===== src/rtl/seq_alu.sv =====
// Iterative AND/OR/ADD/SLT unit: evaluates WIDTH-bit operands CHUNK bits per clock, linking the
// chunks through a registered carry, behind valid/ready handshakes on input and output.
module seq_alu #(
  parameter int unsigned WIDTH = 16,
  parameter int unsigned CHUNK = 4
) (
  input  logic             clk_i,
  input  logic             rst_i,
  input  logic             in_valid,
  output logic             in_ready,
  input  logic [WIDTH-1:0] src1_i,
  input  logic [WIDTH-1:0] src2_i,
  input  logic             invertA_i,
  input  logic             invertB_i,
  input  logic [1:0]       operation_i,
  output logic             out_valid,
  input  logic             out_ready,
  output logic [WIDTH-1:0] result_o,
  output logic             zero_o,
  output logic             overflow_o,
  output logic             cout_o
);

  localparam int unsigned NCHUNK = WIDTH / CHUNK;
  localparam int unsigned CW     = (NCHUNK > 1) ? $clog2(NCHUNK) : 1;

  typedef enum logic [1:0] {StIdle, StRun, StDone} state_e;

  state_e           state_q;
  logic [WIDTH-1:0] a_q, b_q;
  logic [1:0]       op_q;
  logic             carry_q;
  logic [CW-1:0]    cnt_q;

  int unsigned      base_c;
  logic [CHUNK-1:0] a_c, b_c, chunk_c;
  logic [CHUNK:0]   sum_c;
  logic             arith_c, last_c, cin_msb_c, ovf_c, set_c;
  logic [WIDTH-1:0] res_next_c;

  always_comb begin
    base_c    = int'(cnt_q) * CHUNK;
    a_c       = a_q[base_c +: CHUNK];
    b_c       = b_q[base_c +: CHUNK];
    sum_c     = {1'b0, a_c} + {1'b0, b_c} + {{CHUNK{1'b0}}, carry_q};
    arith_c   = op_q[1];
    last_c    = (cnt_q == CW'(NCHUNK - 1));
    unique case (op_q)
      2'b00:   chunk_c = a_c & b_c;
      2'b01:   chunk_c = a_c | b_c;
      default: chunk_c = sum_c[CHUNK-1:0];
    endcase
    // Only meaningful on the last chunk, where bit CHUNK-1 is the word MSB.
    cin_msb_c = a_c[CHUNK-1] ^ b_c[CHUNK-1] ^ sum_c[CHUNK-1];
    ovf_c     = arith_c & (cin_msb_c ^ sum_c[CHUNK]);
    set_c     = sum_c[CHUNK-1] ^ ovf_c;
    res_next_c = result_o;
    res_next_c[base_c +: CHUNK] = chunk_c;
    if (last_c && (op_q == 2'b11)) begin
      res_next_c = {{(WIDTH-1){1'b0}}, set_c};
    end
  end

  always_ff @(posedge clk_i or negedge rst_i) begin
    if (!rst_i) begin
      state_q    <= StIdle;
      a_q        <= '0;
      b_q        <= '0;
      op_q       <= '0;
      carry_q    <= 1'b0;
      cnt_q      <= '0;
      in_ready   <= 1'b1;
      out_valid  <= 1'b0;
      result_o   <= '0;
      zero_o     <= 1'b0;
      overflow_o <= 1'b0;
      cout_o     <= 1'b0;
    end else begin
      unique case (state_q)
        StIdle: begin
          if (in_valid && in_ready) begin
            a_q      <= src1_i ^ {WIDTH{invertA_i}};
            b_q      <= src2_i ^ {WIDTH{invertB_i}};
            op_q     <= operation_i;
            carry_q  <= invertB_i;
            cnt_q    <= '0;
            in_ready <= 1'b0;
            state_q  <= StRun;
          end
        end
        StRun: begin
          result_o <= res_next_c;
          carry_q  <= sum_c[CHUNK];
          if (last_c) begin
            state_q    <= StDone;
            out_valid  <= 1'b1;
            zero_o     <= (res_next_c == '0);
            overflow_o <= ovf_c;
            cout_o     <= arith_c & sum_c[CHUNK];
          end else begin
            cnt_q <= cnt_q + CW'(1);
          end
        end
        StDone: begin
          if (out_ready) begin
            out_valid <= 1'b0;
            in_ready  <= 1'b1;
            state_q   <= StIdle;
          end
        end
        default: state_q <= StIdle;
      endcase
    end
  end

endmodule

===== config.mk =====
export PLATFORM = sky130hd
export DESIGN_NAME = seq_alu
export DESIGN_NICKNAME = d
export VERILOG_FILES = /design/src/rtl/seq_alu.sv
export SDC_FILE = /design/constraint.sdc
export NUM_CORES = 1
export LEC_CHECK = 0
export CAP_MARGIN = 25
export CELL_PAD_IN_SITES_DETAIL_PLACEMENT = 0
export CELL_PAD_IN_SITES_GLOBAL_PLACEMENT = 2
export CORE_MARGIN = 1
export CORE_UTILIZATION = 30
export CTS_BUF_LIST = sky130_fd_sc_hd__clkbuf_4
export CTS_CLUSTER_DIAMETER = 200
export DETAILED_ROUTE_END_ITERATION = 6
export PLACE_DENSITY_LB_ADDON = 0.1
export SYNTH_ARGS = -nofsm -noshare
export SYNTH_HDL_FRONTEND = slang
export SYNTH_SLANG_ARGS = --single-unit

===== constraint.sdc =====
create_clock -name clk_i -period 7.6 [get_ports clk_i]
set_input_delay 1.52 -clock clk_i [delete_from_list [all_inputs] [get_ports clk_i]]
set_output_delay 1.52 -clock clk_i [all_outputs]
set_load 0.05 [all_outputs]

==> key figures, run 1 <==
Global routing
  • GR met2 Demand/Resource: between 20 and 30%
  • Total global routing overflow: 0
  • All-Layer GR Usage: ~15%
  • GRT Max-Usage Layer: met2
  • Initial antenna violation count: 0
  • Largest net degree at the start of global routing: a little over 70
  • GR Layer Usage met3: under 10%
  • First-pass GRT wire length: roughly 14,000 um
  • Vias in the first global route: 2,678
  • Met1 Use GR: around a fifth

Synth
  • Cells after Synth: around 350
  • Synth Flop Type: dfrtp_1
  • FF+latch count, synth: 60
  • Syn_area_per_cell: 9.86 um2
  • Sequential fraction of the synthesis area: around 44%
  • Largest family of logic cells by synthesized area: compound AO/OA/AOI/OAI gates
  • Asr flop ratio synth: 100%
  • Cell area after synthesis: about 0.0034 mm2
  • XOR/XNOR Fraction of Synth Area: roughly 9%
  • Mux share of post-synthesis cell area: under 10%
  • Number of synthesized flops with an enable pin: 0
  • Syn Nets: 402
  • Post-Synth Simple-Gate Area: between 10 and 15%
  • Synth Area in Adders: under 10%
  • Compound-Gate Fraction of Synth Area: between 10% and 20%
  • Netlist cell types: 48
  • Synth warn: 0

Finish
  • Finished Cell Area: between 0.004 and 0.005 mm2
  • Multi-input gate area: roughly 0.0018 mm2
  • Reg area: 0.00150 mm2
  • Layout area overhead: 25.1%
  • Filler Cells Inserted: 1,111
  • Util after Layout: between 30% and 40%
  • NumNets Final: 459
  • Antenna diode count: 0
  • Layout cells sized above 1: roughly a tenth

Drt
  • Vias: between 2,000 and 3,000
  • DRC: 0
  • Vias per cell: around 4.8
  • Final WL: ~8100 um
  • DRT antenna net count: 0
  • Iter 0 DRT Violations: 98
  • DR pass1 iterations: 6
  • Wire per inst: roughly 15 um

Floorplanning
  • Core Footprint: between 0.01 and 0.015 mm2
  • Chip Width: 109 um
  • Num rows: 38
  • Die ar.: between 0.01 and 0.015 mm2
  • Initial Util: between 30% and 40%
  • Num ports: 61
  • Die Span Y: around 110 um

Critical path
  • Critical Path Sink Type: flip-flop
  • Setup Crit Path Kind: reg2reg
  • Reg2Reg Capture Point: zero_o
  • Max Fanout on Critical Path: 17
  • FF-to-FF Start: cnt_q[0]
  • CP startpoint kind: flip-flop
  • Required @ worst endpoint: just under 8 ns
  • Reg2Reg Depth: 9
  • Reg2Reg Setup Slack: between 4 and 5 ns
  • CP arrival: 3.81 ns

STA
  • Worst-margin pin slew: between 0.9 and 1 ns
  • Max Fclk: between 200 and 300 MHz
  • Total negative slack: 0 ns
  • RSZ-0062 raised after global routing: no
  • Pins over their slew limit: 0
  • Min cycle time layout: ~3.5 ns
  • Setup violators final: 0
  • Period utilization: 46.0%
  • Worst setup margin: a little over 4 ns
  • Skew final: approximately 0.019 ns
  • Fin. Hold Viols: 0
  • Worst Hold Slack: between 0.4 and 0.5 ns
  • Slew HR: 33.2%

CTS
  • CTS root buf: clkbuf_4
  • Insertion delay to the later sink of the worst-skew pair: between 0.4 and 0.5 ns
  • TritonCTS clock tree: done
  • # hold bufs at CTS: 0
  • Clock tree buffer depth: 2
  • Clock Sinks: 60
  • Setup bufs post-CTS: 0
  • Reg clk slew, reported paths: 0.11 ns
  • H-tree Lvls: 3
  • CTS resizes: 0
  • Num CTS Buffers: 9

Placement
  • Post-DP HPWL: 6010 um
  • Placer Congestion: approximately 0.76
  • Post-DP Area: about 0.0041 mm2
  • PortBufs: 60
  • Pre-CTS WS: slightly above 4 ns

Run
  • MaxCap Viol Count: 0

Power and ir drop
  • Leakage: 1.77 nW
  • Worst VDD drop: approximately 0.17 mV
  • Cell Pwr Density: about 460 mW/mm2

Min path
  • Min-Delay Path Class: reg2reg
  • Hold path startpoint: cout_o
  • Worst Hold End: cout_o
  • Hold Crit Depth: 2

Outcome
  • Status: finished, final reports clean
==> cell usage in the layout, fill, tap and decap left out, types with 2 or more instances in the layout <==
cell / count
nor4bb_1: 2
nand3_1: 4
dfrtp_1: 59
o21ai_0: 21
inv_1: 18
ha_1: 14
a21oi_1: 40
clkinv_1: 2
a22oi_1: 2
a22o_1: 5
nor2b_1: 8
nor2_1: 42
mux4_2: 8
a31oi_1: 2
clkbuf_4: 10
a21o_1: 2
mux2_2: 3
a32o_1: 2
buf_4: 3
xnor2_1: 34
nor3_1: 3
clkdlybuf4s50_1: 59
nand2b_1: 10
nand2_1: 24
clkinv_2: 2
fa_1: 2
==> layout make-up <==
type,instances,share of cell area (%)
Multi-Input combinational cell,251,41.6
Sequential cell,60,35.2
Timing Repair Buffer,63,14.5
Tap cell,140,4.10
Clock buffer,10,1.76
Inverter,18,1.58
Clock inverter,6,1.29
==> sequential cells by signal, summed over array words and instances, names as in the netlist, 2 cells and up <==
name      count
a_q          16
state_q       2
result_o     16
op_q          2
b_q          16
cnt_q         2
==> through the flow <==
stage                     power (mW)  instances
after CTS                       1.98        548
after detailed placement        1.75        532
after floorplan                 1.40        346
after global routing            2.13        548
final                           1.95        548
after global placement          1.75        532
==> logic make-up after synthesis <==
family                   after synthesis
flip-flops                            60
adder cells (fa/ha/maj)               16
AO/OA/AOI/OAI                         87
buffers and inverters                 35
XOR/XNOR                              35
AND/OR/NAND/NOR                      101
multiplexers                          12
==> cells in the mapped netlist, types with 2 or more instances <==
cell | instances | area [um2]
nor4bb_1 | 2 | 20.0
a31oi_1 | 2 | 12.5
nand3_1 | 4 | 20.0
a22o_1 | 5 | 43.8
nand2_1 | 24 | 90.1
o21ai_0 | 21 | 105
fa_1 | 2 | 40.0
mux4_2 | 8 | 180
nor2b_1 | 8 | 50.1
a21o_1 | 2 | 15.0
xnor2_1 | 34 | 298
mux2_2 | 3 | 33.8
ha_1 | 14 | 175
inv_1 | 18 | 67.6
a22oi_1 | 2 | 15.0
clkbuf_1 | 10 | 37.5
buf_2 | 6 | 30.0
nand2b_1 | 10 | 62.6
dfrtp_1 | 59 | 1480
a21oi_1 | 40 | 200
nor2_1 | 42 | 158
nor3_1 | 3 | 15.0
a32o_1 | 2 | 20.0
==> metal layers <==
| layer | up-vias | share of wire, % |
|---|---|---|
| met4 | 0 | 1.7 |
| met1 | 1262 | 47 |
| met5 | - | 0 |
| met2 | 48 | 48 |
| met3 | 12 | 3.2 |
| li1 | 1297 | - |
==> worst max path at each step <==
stage	from	endpoint	slack, ns	depth (start not counted)
after CTS	cnt_q[0]	zero_o	4.09	9
after detailed placement	cnt_q[0]	zero_o	4.13	9
after floorplan	cnt_q[0]	zero_o	4.27	9
after global placement	cnt_q[0]	zero_o	4.23	9
after global routing	cnt_q[0]	zero_o	3.91	9
final	cnt_q[0]	zero_o	4.10	9
==> report_power, final <==
group | leakage [nW] | internal [mW] | switching [mW]
logic | 0.942 | 0.498 | 0.661
clock network | 0.0712 | 0.101 | 0.123
registers | 0.759 | 0.454 | 0.113
total | 1.77 | 1.05 | 0.898
==> critical path, cell delays in order (launching register included) <==
cell     delay [ns]
dfrtp_1        0.34
buf_4          0.27
mux4_2         0.59
fa_1           0.46
fa_1           0.44
a21o_2         0.23
a21oi_1        0.42
xor2_1         0.20
a22oi_1        0.11
o41ai_2        0.34
Note: power is estimated with default switching activity, not from simulation.
==> run 2: changes to the inputs <==
==> constraint.sdc (replaced) <==
create_clock -name clk_i -period 3.6 [get_ports clk_i]
set_input_delay 0.72 -clock clk_i [delete_from_list [all_inputs] [get_ports clk_i]]
set_output_delay 0.72 -clock clk_i [all_outputs]
set_load 0.05 [all_outputs]
==> run 2 against run 1 <==
- design area is 1.8% higher
- critical path depth did not move
- hold slack got worse by 0.40 ns
- via count up 3.5%
- critical path type unchanged
- critical endpoint unchanged
==> key figures, run 2 (synthesized netlist as in run 1, its figures left out) <==
CTS
  • Num CTS Buffers: 9 (unchanged)
  • CTS resizes: 0 (unchanged)
  • Clock Sinks: 60 (unchanged)
  • Insertion delay to the later sink of the worst-skew pair: 0.42 ns (about the same)
  • Setup bufs post-CTS: 0 (unchanged)
  • Clock tree buffer depth: 2 (unchanged)
  • CTS root buf: clkbuf_4 (unchanged)
  • # hold bufs at CTS: 0 (unchanged)
  • H-tree Lvls: 3 (unchanged)
  • Reg clk slew, reported paths: 0.10 ns (was 0.11 ns)
  • TritonCTS clock tree: done (unchanged)

Drt
  • Vias per cell: 4.87 (was 4.78)
  • Iter 0 DRT Violations: 88 (was 98)
  • Wire per inst: 15.2 um (was 14.7 um)
  • DR pass1 iterations: 4 (was 6)
  • DRC: 0 (unchanged)
  • Final WL: 8430 um (was 8080 um)
  • DRT antenna net count: 0 (unchanged)
  • Vias: 2,710 (was 2,619)

Finish
  • Util after Layout: 39.6% (was 38.9%)
  • NumNets Final: 467 (was 459)
  • Commonest cells after routing, fill and taps aside: 59 x dfrtp_1, 59 x clkdlybuf4s50_1, 42 x nor2_1, 40 x a21oi_1, 34 x xnor2_1 (unchanged)
  • Layout cells sized above 1: 12.0% (was 9.80%)
  • Antenna diode count: 0 (unchanged)
  • Top Registers: a_q: 16 flops, b_q: 16 flops, result_o: 16 flops (unchanged)
  • Multi-input gate area: 0.00178 mm2 (unchanged)
  • Layout area overhead: 27.4% (was 25.1%)
  • Reg area: 0.00150 mm2 (unchanged)
  • Finished Cell Area: 0.00435 mm2 (was 0.00427 mm2)
  • Filler Cells Inserted: 1,127 (was 1,111)

Global routing
  • Total global routing overflow: 0 (unchanged)
  • Largest net degree at the start of global routing: 52 (was 71)
  • First-pass GRT wire length: 13,900 um (was 13,700 um)
  • Initial antenna violation count: 0 (unchanged)
  • All-Layer GR Usage: 15.8% (was 15.5%)
  • Vias in the first global route: 2,615 (was 2,678)

Critical path
  • CP startpoint kind: flip-flop (unchanged)
  • Max Fanout on Critical Path: 15 (was 17)
  • Slowest cell delay on critical path: 0.57 ns (was 0.59 ns)
  • Setup Crit Path Kind: reg2reg (unchanged)
  • Required @ worst endpoint: 3.92 ns (was 7.91 ns)
  • CP arrival: 3.45 ns (was 3.81 ns)
  • Crit-path slowest cell: mux4_2 (unchanged)
  • Critical Path Sink Type: flip-flop (unchanged)
  • Crit path buf inv count: 2 (was 1)
  • CP Cell Sequence: buf_4 > mux4_2 > inv_1 > ha_1 > or4b_4 > o311ai_2 > nor2_2 > o311a_1 > o41ai_2 (was buf_4 > mux4_2 > fa_1 > fa_1 > a21o_2 > a21oi_1 > xor2_1 > a22oi_1 > o41ai_2)
  • Delay-heaviest family, CP: compound AO/OA/AOI/OAI gates (unchanged)

STA
  • Fin. Hold Viols: 0 (unchanged)
  • Slew HR: 35.7% (was 33.2%)
  • Setup violators final: 0 (unchanged)
  • Period utilization: 87.1% (was 46.0%)
  • Skew final: 0.0156 ns (was 0.0193 ns)
  • Total negative slack: 0 ns (unchanged)
  • Worst-margin pin slew: 0.961 ns (was 0.999 ns)
  • Min cycle time layout: 3.13 ns (was 3.50 ns)
  • RSZ-0062 raised after global routing: no (unchanged)
  • Pins over their slew limit: 0 (unchanged)
  • Max Fclk: 319 MHz (was 286 MHz)

Outcome
  • Status: finished, final reports clean (unchanged)

Run
  • MaxCap Viol Count: 0 (unchanged)

Floorplanning
  • Die Span Y: 109 um (unchanged)
  • Initial Util: 31.1% (unchanged)
  • Chip Width: 109 um (unchanged)
  • Die ar.: 0.0118 mm2 (unchanged)
  • Core Footprint: 0.0110 mm2 (unchanged)
  • Num rows: 38 (unchanged)
  • Num ports: 61 (unchanged)

Placement
  • Post-DP HPWL: 6340 um (was 6010 um)
  • Post-DP Area: 0.00419 mm2 (was 0.00414 mm2)
  • Placer Congestion: 0.737 (was 0.764)
  • PortBufs: 60 (unchanged)

Min path
  • Min-Delay Path Class: in2async (was reg2reg)

Power and ir drop
  • Leakage: 1.82 nW (was 1.77 nW)
  • Cell Pwr Density: 968 mW/mm2 (was 457 mW/mm2)
  • Worst VDD drop: 0.412 mV (was 0.167 mV)
-- run 2: cell types whose count changed in the layout (fill, tap and decap cells not counted) --
cell,previous run,this run
clkinv_1,2,0
clkinv_2,2,3
buf_12,0,1
buf_4,3,10
clkbuf_4,10,11
-- run 2: layout make-up --
cell class / count / share of cell area, %
tap: 140 / 4.03
clock buffer: 11 / 1.90
timing repair buffer: 71 / 15.9
inverter: 18 / 1.55
sequential: 60 / 34.6
multi-input combinational: 251 / 40.9
clock inverter: 5 / 1.21
-- run 2: worst register-to-register path, stage by stage (launching register included) --
cell      delay [ns]
dfrtp_1         0.43
buf_4           0.29
mux4_2          0.58
inv_1           0.08
ha_1            0.28
or4b_4          0.56
o311ai_2        0.11
nor2_2          0.08
o311a_1         0.37
o41ai_2         0.28
-- run 2: power breakdown --
part | internal, mW | switching [mW] | total (mW)
clock network | 0.224 | 0.261 | 0.485
logic | 1.10 | 1.42 | 2.52
registers | 0.958 | 0.243 | 1.20
-- run 2: worst paths after layout --
kind / start / endpoint / slack [ns] / depth (start not counted)
setup / recovery: cnt_q[0] / zero_o / 0.47 / 9
hold / removal: rst_i / op_q[0] / 0.1 / 1
setup reg to reg: cnt_q[0] / zero_o / 0.47 / 9
hold reg to reg: cout_o / cout_o / 0.49 / 2
max in group asynchronous: rst_i / result_o[14] / 2.86 / 3
min in group clk_i: cout_o / cout_o / 0.49 / 2
-- run 2: routing by layer --
metal / track usage (%) / part of all wire, %
met1: 20.2 / 46
met2: 25.9 / 49
met3: 3.71 / 3.9
met4: 6.08 / 1.6
met5: 0 / 0
-- run 2: per-stage QoR --
| step | instances | hold slack [ns] | worst slack, ns | power (mW) |
|---|---|---|---|---|
| after global placement | 539 | 0.471 | 0.555 | 3.75 |
| after global routing | 556 | 0.0684 | 0.290 | 4.55 |
| after CTS | 555 | 0.466 | 0.431 | 4.25 |
| final | 556 | 0.0975 | 0.466 | 4.21 |
| after floorplan | 346 | 0.424 | 0.274 | 2.96 |
| after detailed placement | 539 | 0.469 | 0.507 | 3.74 |
==> run 3: changes to the inputs <==
==> constraint.sdc (replaced) <==
create_clock -name clk_i -period 3.62 [get_ports clk_i]
set_input_delay 0.724 -clock clk_i [delete_from_list [all_inputs] [get_ports clk_i]]
set_output_delay 0.724 -clock clk_i [all_outputs]
set_load 0.05 [all_outputs]
==> run 3 against run 2 <==
- combinational power down 2%
- final cell count down 0.18%
- critical path depth down 1
- wire length up 0.79%
- largest power group unchanged
- clock power down 5.2%
- non-clock buffer count unchanged
- maximum frequency down 3.7%
- die area unchanged
- global-route usage down 0.15 points
==> key figures, run 3 (synthesized netlist as in run 1, its figures left out) <==
Power and ir drop
  • Switch share: 45.7% (was 45.8%)
  • Clock power frac: 11.1% (was 11.5%)
  • Cell Pwr Density: 949 mW/mm2 (was 968 mW/mm2)
  • Cell Int Power: 2.25 mW (was 2.28 mW)
  • Comb pwr share: 59.8% (was 59.9%)
  • Seq pwr share: 29.0% (was 28.5%)
  • Worst VDD drop: 0.356 mV (was 0.412 mV)
  • P_sw: 1.89 mW (was 1.93 mW)
  • Leakage: 1.82 nW (about the same)

CTS
  • Reg clk slew, reported paths: 0.12 ns (was 0.10 ns)
  • # hold bufs at CTS: 0 (unchanged)
  • CTS root buf: clkbuf_4 (unchanged)
  • CTS resizes: 0 (unchanged)
  • Num CTS Buffers: 9 (unchanged)
  • TritonCTS clock tree: done (unchanged)
  • Clock tree buffer depth: 2 (unchanged)
  • Clock Sinks: 60 (unchanged)
  • H-tree Lvls: 3 (unchanged)
  • Setup bufs post-CTS: 0 (unchanged)
  • Insertion delay to the later sink of the worst-skew pair: 0.41 ns (was 0.42 ns)

STA
  • Fin. Hold Viols: 0 (unchanged)
  • Pins over their slew limit: 0 (unchanged)
  • Min cycle time layout: 3.25 ns (was 3.13 ns)
  • Max Fclk: 307 MHz (was 319 MHz)
  • Slew HR: 38.4% (was 35.7%)
  • Skew final: 0.0219 ns (was 0.0156 ns)
  • Worst-margin pin slew: 0.924 ns (was 0.961 ns)
  • Period utilization: 89.9% (was 87.1%)
  • Worst Hold Slack: 0.446 ns (was 0.0975 ns)
  • RSZ-0062 raised after global routing: no (unchanged)
  • Setup violators final: 0 (unchanged)
  • Total negative slack: 0 ns (unchanged)

Drt
  • DRT antenna net count: 0 (unchanged)
  • DR pass1 iterations: 4 (unchanged)
  • Final WL: 8500 um (was 8430 um)
  • Vias: 2,648 (was 2,710)
  • Vias per cell: 4.77 (was 4.87)
  • DRC: 0 (unchanged)
  • Wire per inst: 15.3 um (was 15.2 um)
  • Iter 0 DRT Violations: 69 (was 88)

Critical path
  • CP arrival: 3.56 ns (was 3.45 ns)
  • Max Fanout on Critical Path: 6 (was 15)
  • FF-to-FF Start: cnt_q[0] (unchanged)
  • Worst setup path start: cnt_q[0] (unchanged)
  • CP startpoint kind: flip-flop (unchanged)
  • CP Cell Sequence: mux4_2 > fa_1 > fa_1 > a21o_2 > a21oi_1 > xor2_1 > a22oi_1 > o41ai_2 (was buf_4 > mux4_2 > inv_1 > ha_1 > or4b_4 > o311ai_2 > nor2_2 > o311a_1 > o41ai_2)
  • Critical Path Sink Type: flip-flop (unchanged)
  • Reg2Reg Setup Slack: 0.37 ns (was 0.47 ns)
  • Required @ worst endpoint: 3.93 ns (was 3.92 ns)
  • Crit-path slowest cell: mux4_2 (unchanged)
  • Slowest cell delay on critical path: 0.60 ns (was 0.57 ns)
  • Reg2Reg Capture Point: zero_o (unchanged)
  • Crit path top cell by count: fa_1
  • Setup Crit Path Kind: reg2reg (unchanged)
  • Reg2Reg Depth: 8 (was 9)

Global routing
  • First-pass GRT wire length: 14,000 um (was 13,900 um)
  • Initial antenna violation count: 0 (unchanged)
  • All-Layer GR Usage: 15.7% (was 15.8%)
  • Total global routing overflow: 0 (unchanged)
  • Vias in the first global route: 2,651 (was 2,615)
  • Largest net degree at the start of global routing: 54 (was 52)

Placement
  • Post-DP HPWL: 6440 um (was 6340 um)
  • Placer Congestion: 0.756 (was 0.737)
  • PortBufs: 60 (unchanged)
  • Post-Place Cells: 539 (unchanged)

Finish
  • Top Registers: a_q: 16 flops, b_q: 16 flops, result_o: 16 flops (unchanged)
  • Post-route insts no fill: 555 (was 556)
  • Commonest cells after routing, fill and taps aside: 59 x dfrtp_1, 59 x clkdlybuf4s50_1, 42 x nor2_1, 40 x a21oi_1, 34 x xnor2_1 (unchanged)
  • Layout cells sized above 1: 11.6% (was 12.0%)
  • Layout area overhead: 27.7% (was 27.4%)
  • Antenna diode count: 0 (unchanged)
  • NumNets Final: 467 (unchanged)
  • Util after Layout: 39.7% (was 39.6%)

Min path
  • Min-Delay Path Class: in2async (unchanged)

Floorplanning
  • Die ar.: 0.0118 mm2 (unchanged)
  • Core Footprint: 0.0110 mm2 (unchanged)
  • Num rows: 38 (unchanged)
  • Num ports: 61 (unchanged)
  • Initial Util: 31.1% (unchanged)
  • Die Span Y: 109 um (unchanged)
  • Chip Width: 109 um (unchanged)

Outcome
  • Status: finished, final reports clean (unchanged)

Run
  • MaxCap Viol Count: 0 (unchanged)
## run 3: changes by cell type in the layout (fill, tap and decap cells not counted), sizes merged
cell / change
clkinv: +1
clkbuf: -2
## run 3: final cells by class
class | count | area [um2]
inverter | 18 | 67.6
fill | 1145 | 6630
multi-input combinational | 251 | 1780
tap | 140 | 175
timing repair buffer | 71 | 711
clock buffer | 9 | 67.6
clock inverter | 6 | 56.3
sequential | 60 | 1500
## run 3: how the worst max path moves through the flow
| stage | endpoint | cells after the start |
|---|---|---|
| after floorplan | zero_o | 9 |
| after global placement | zero_o | 8 |
| after detailed placement | zero_o | 8 |
| after CTS | zero_o | 8 |
| after global routing | zero_o | 8 |
| final | zero_o | 8 |
## run 3: per-stage QoR
stage / total power [mW] / worst slack (ns) / instance area (um2)
floorplan: 2.95 / 0.294 / 3410
global placement: 3.72 / 0.405 / 4210
detailed placement: 3.73 / 0.357 / 4210
CTS: 4.20 / 0.326 / 4330
global route: 4.50 / 0.125 / 4360
finish: 4.14 / 0.365 / 4360
## run 3: critical path, delay by kind of cell (launching register included)
family / cells / cell delay (ns)
XOR/XNOR: 1 / 0.20
flip-flops: 1 / 0.56
multiplexers: 1 / 0.60
adder cells (fa/ha/maj): 2 / 0.89
AO/OA/AOI/OAI: 4 / 0.91
## run 3: power groups by stage
stage               Combinational [mW]  Clock, mW  Sequential, mW
finish                            2.48      0.460            1.20
global route                      2.75      0.501            1.26
CTS                               2.51      0.478            1.21
detailed placement                2.50          0            1.23
global placement                  2.49          0            1.23
floorplan                         1.59          0            1.36
## run 3: per-layer routing
layer	share of wire, %	wire [um]	global-route usage [%]
met4	2.2	191	6.66
met1	46	3950	19.9
met2	48	4070	26.0
met3	3.4	288	2.87
met5	0	0	0
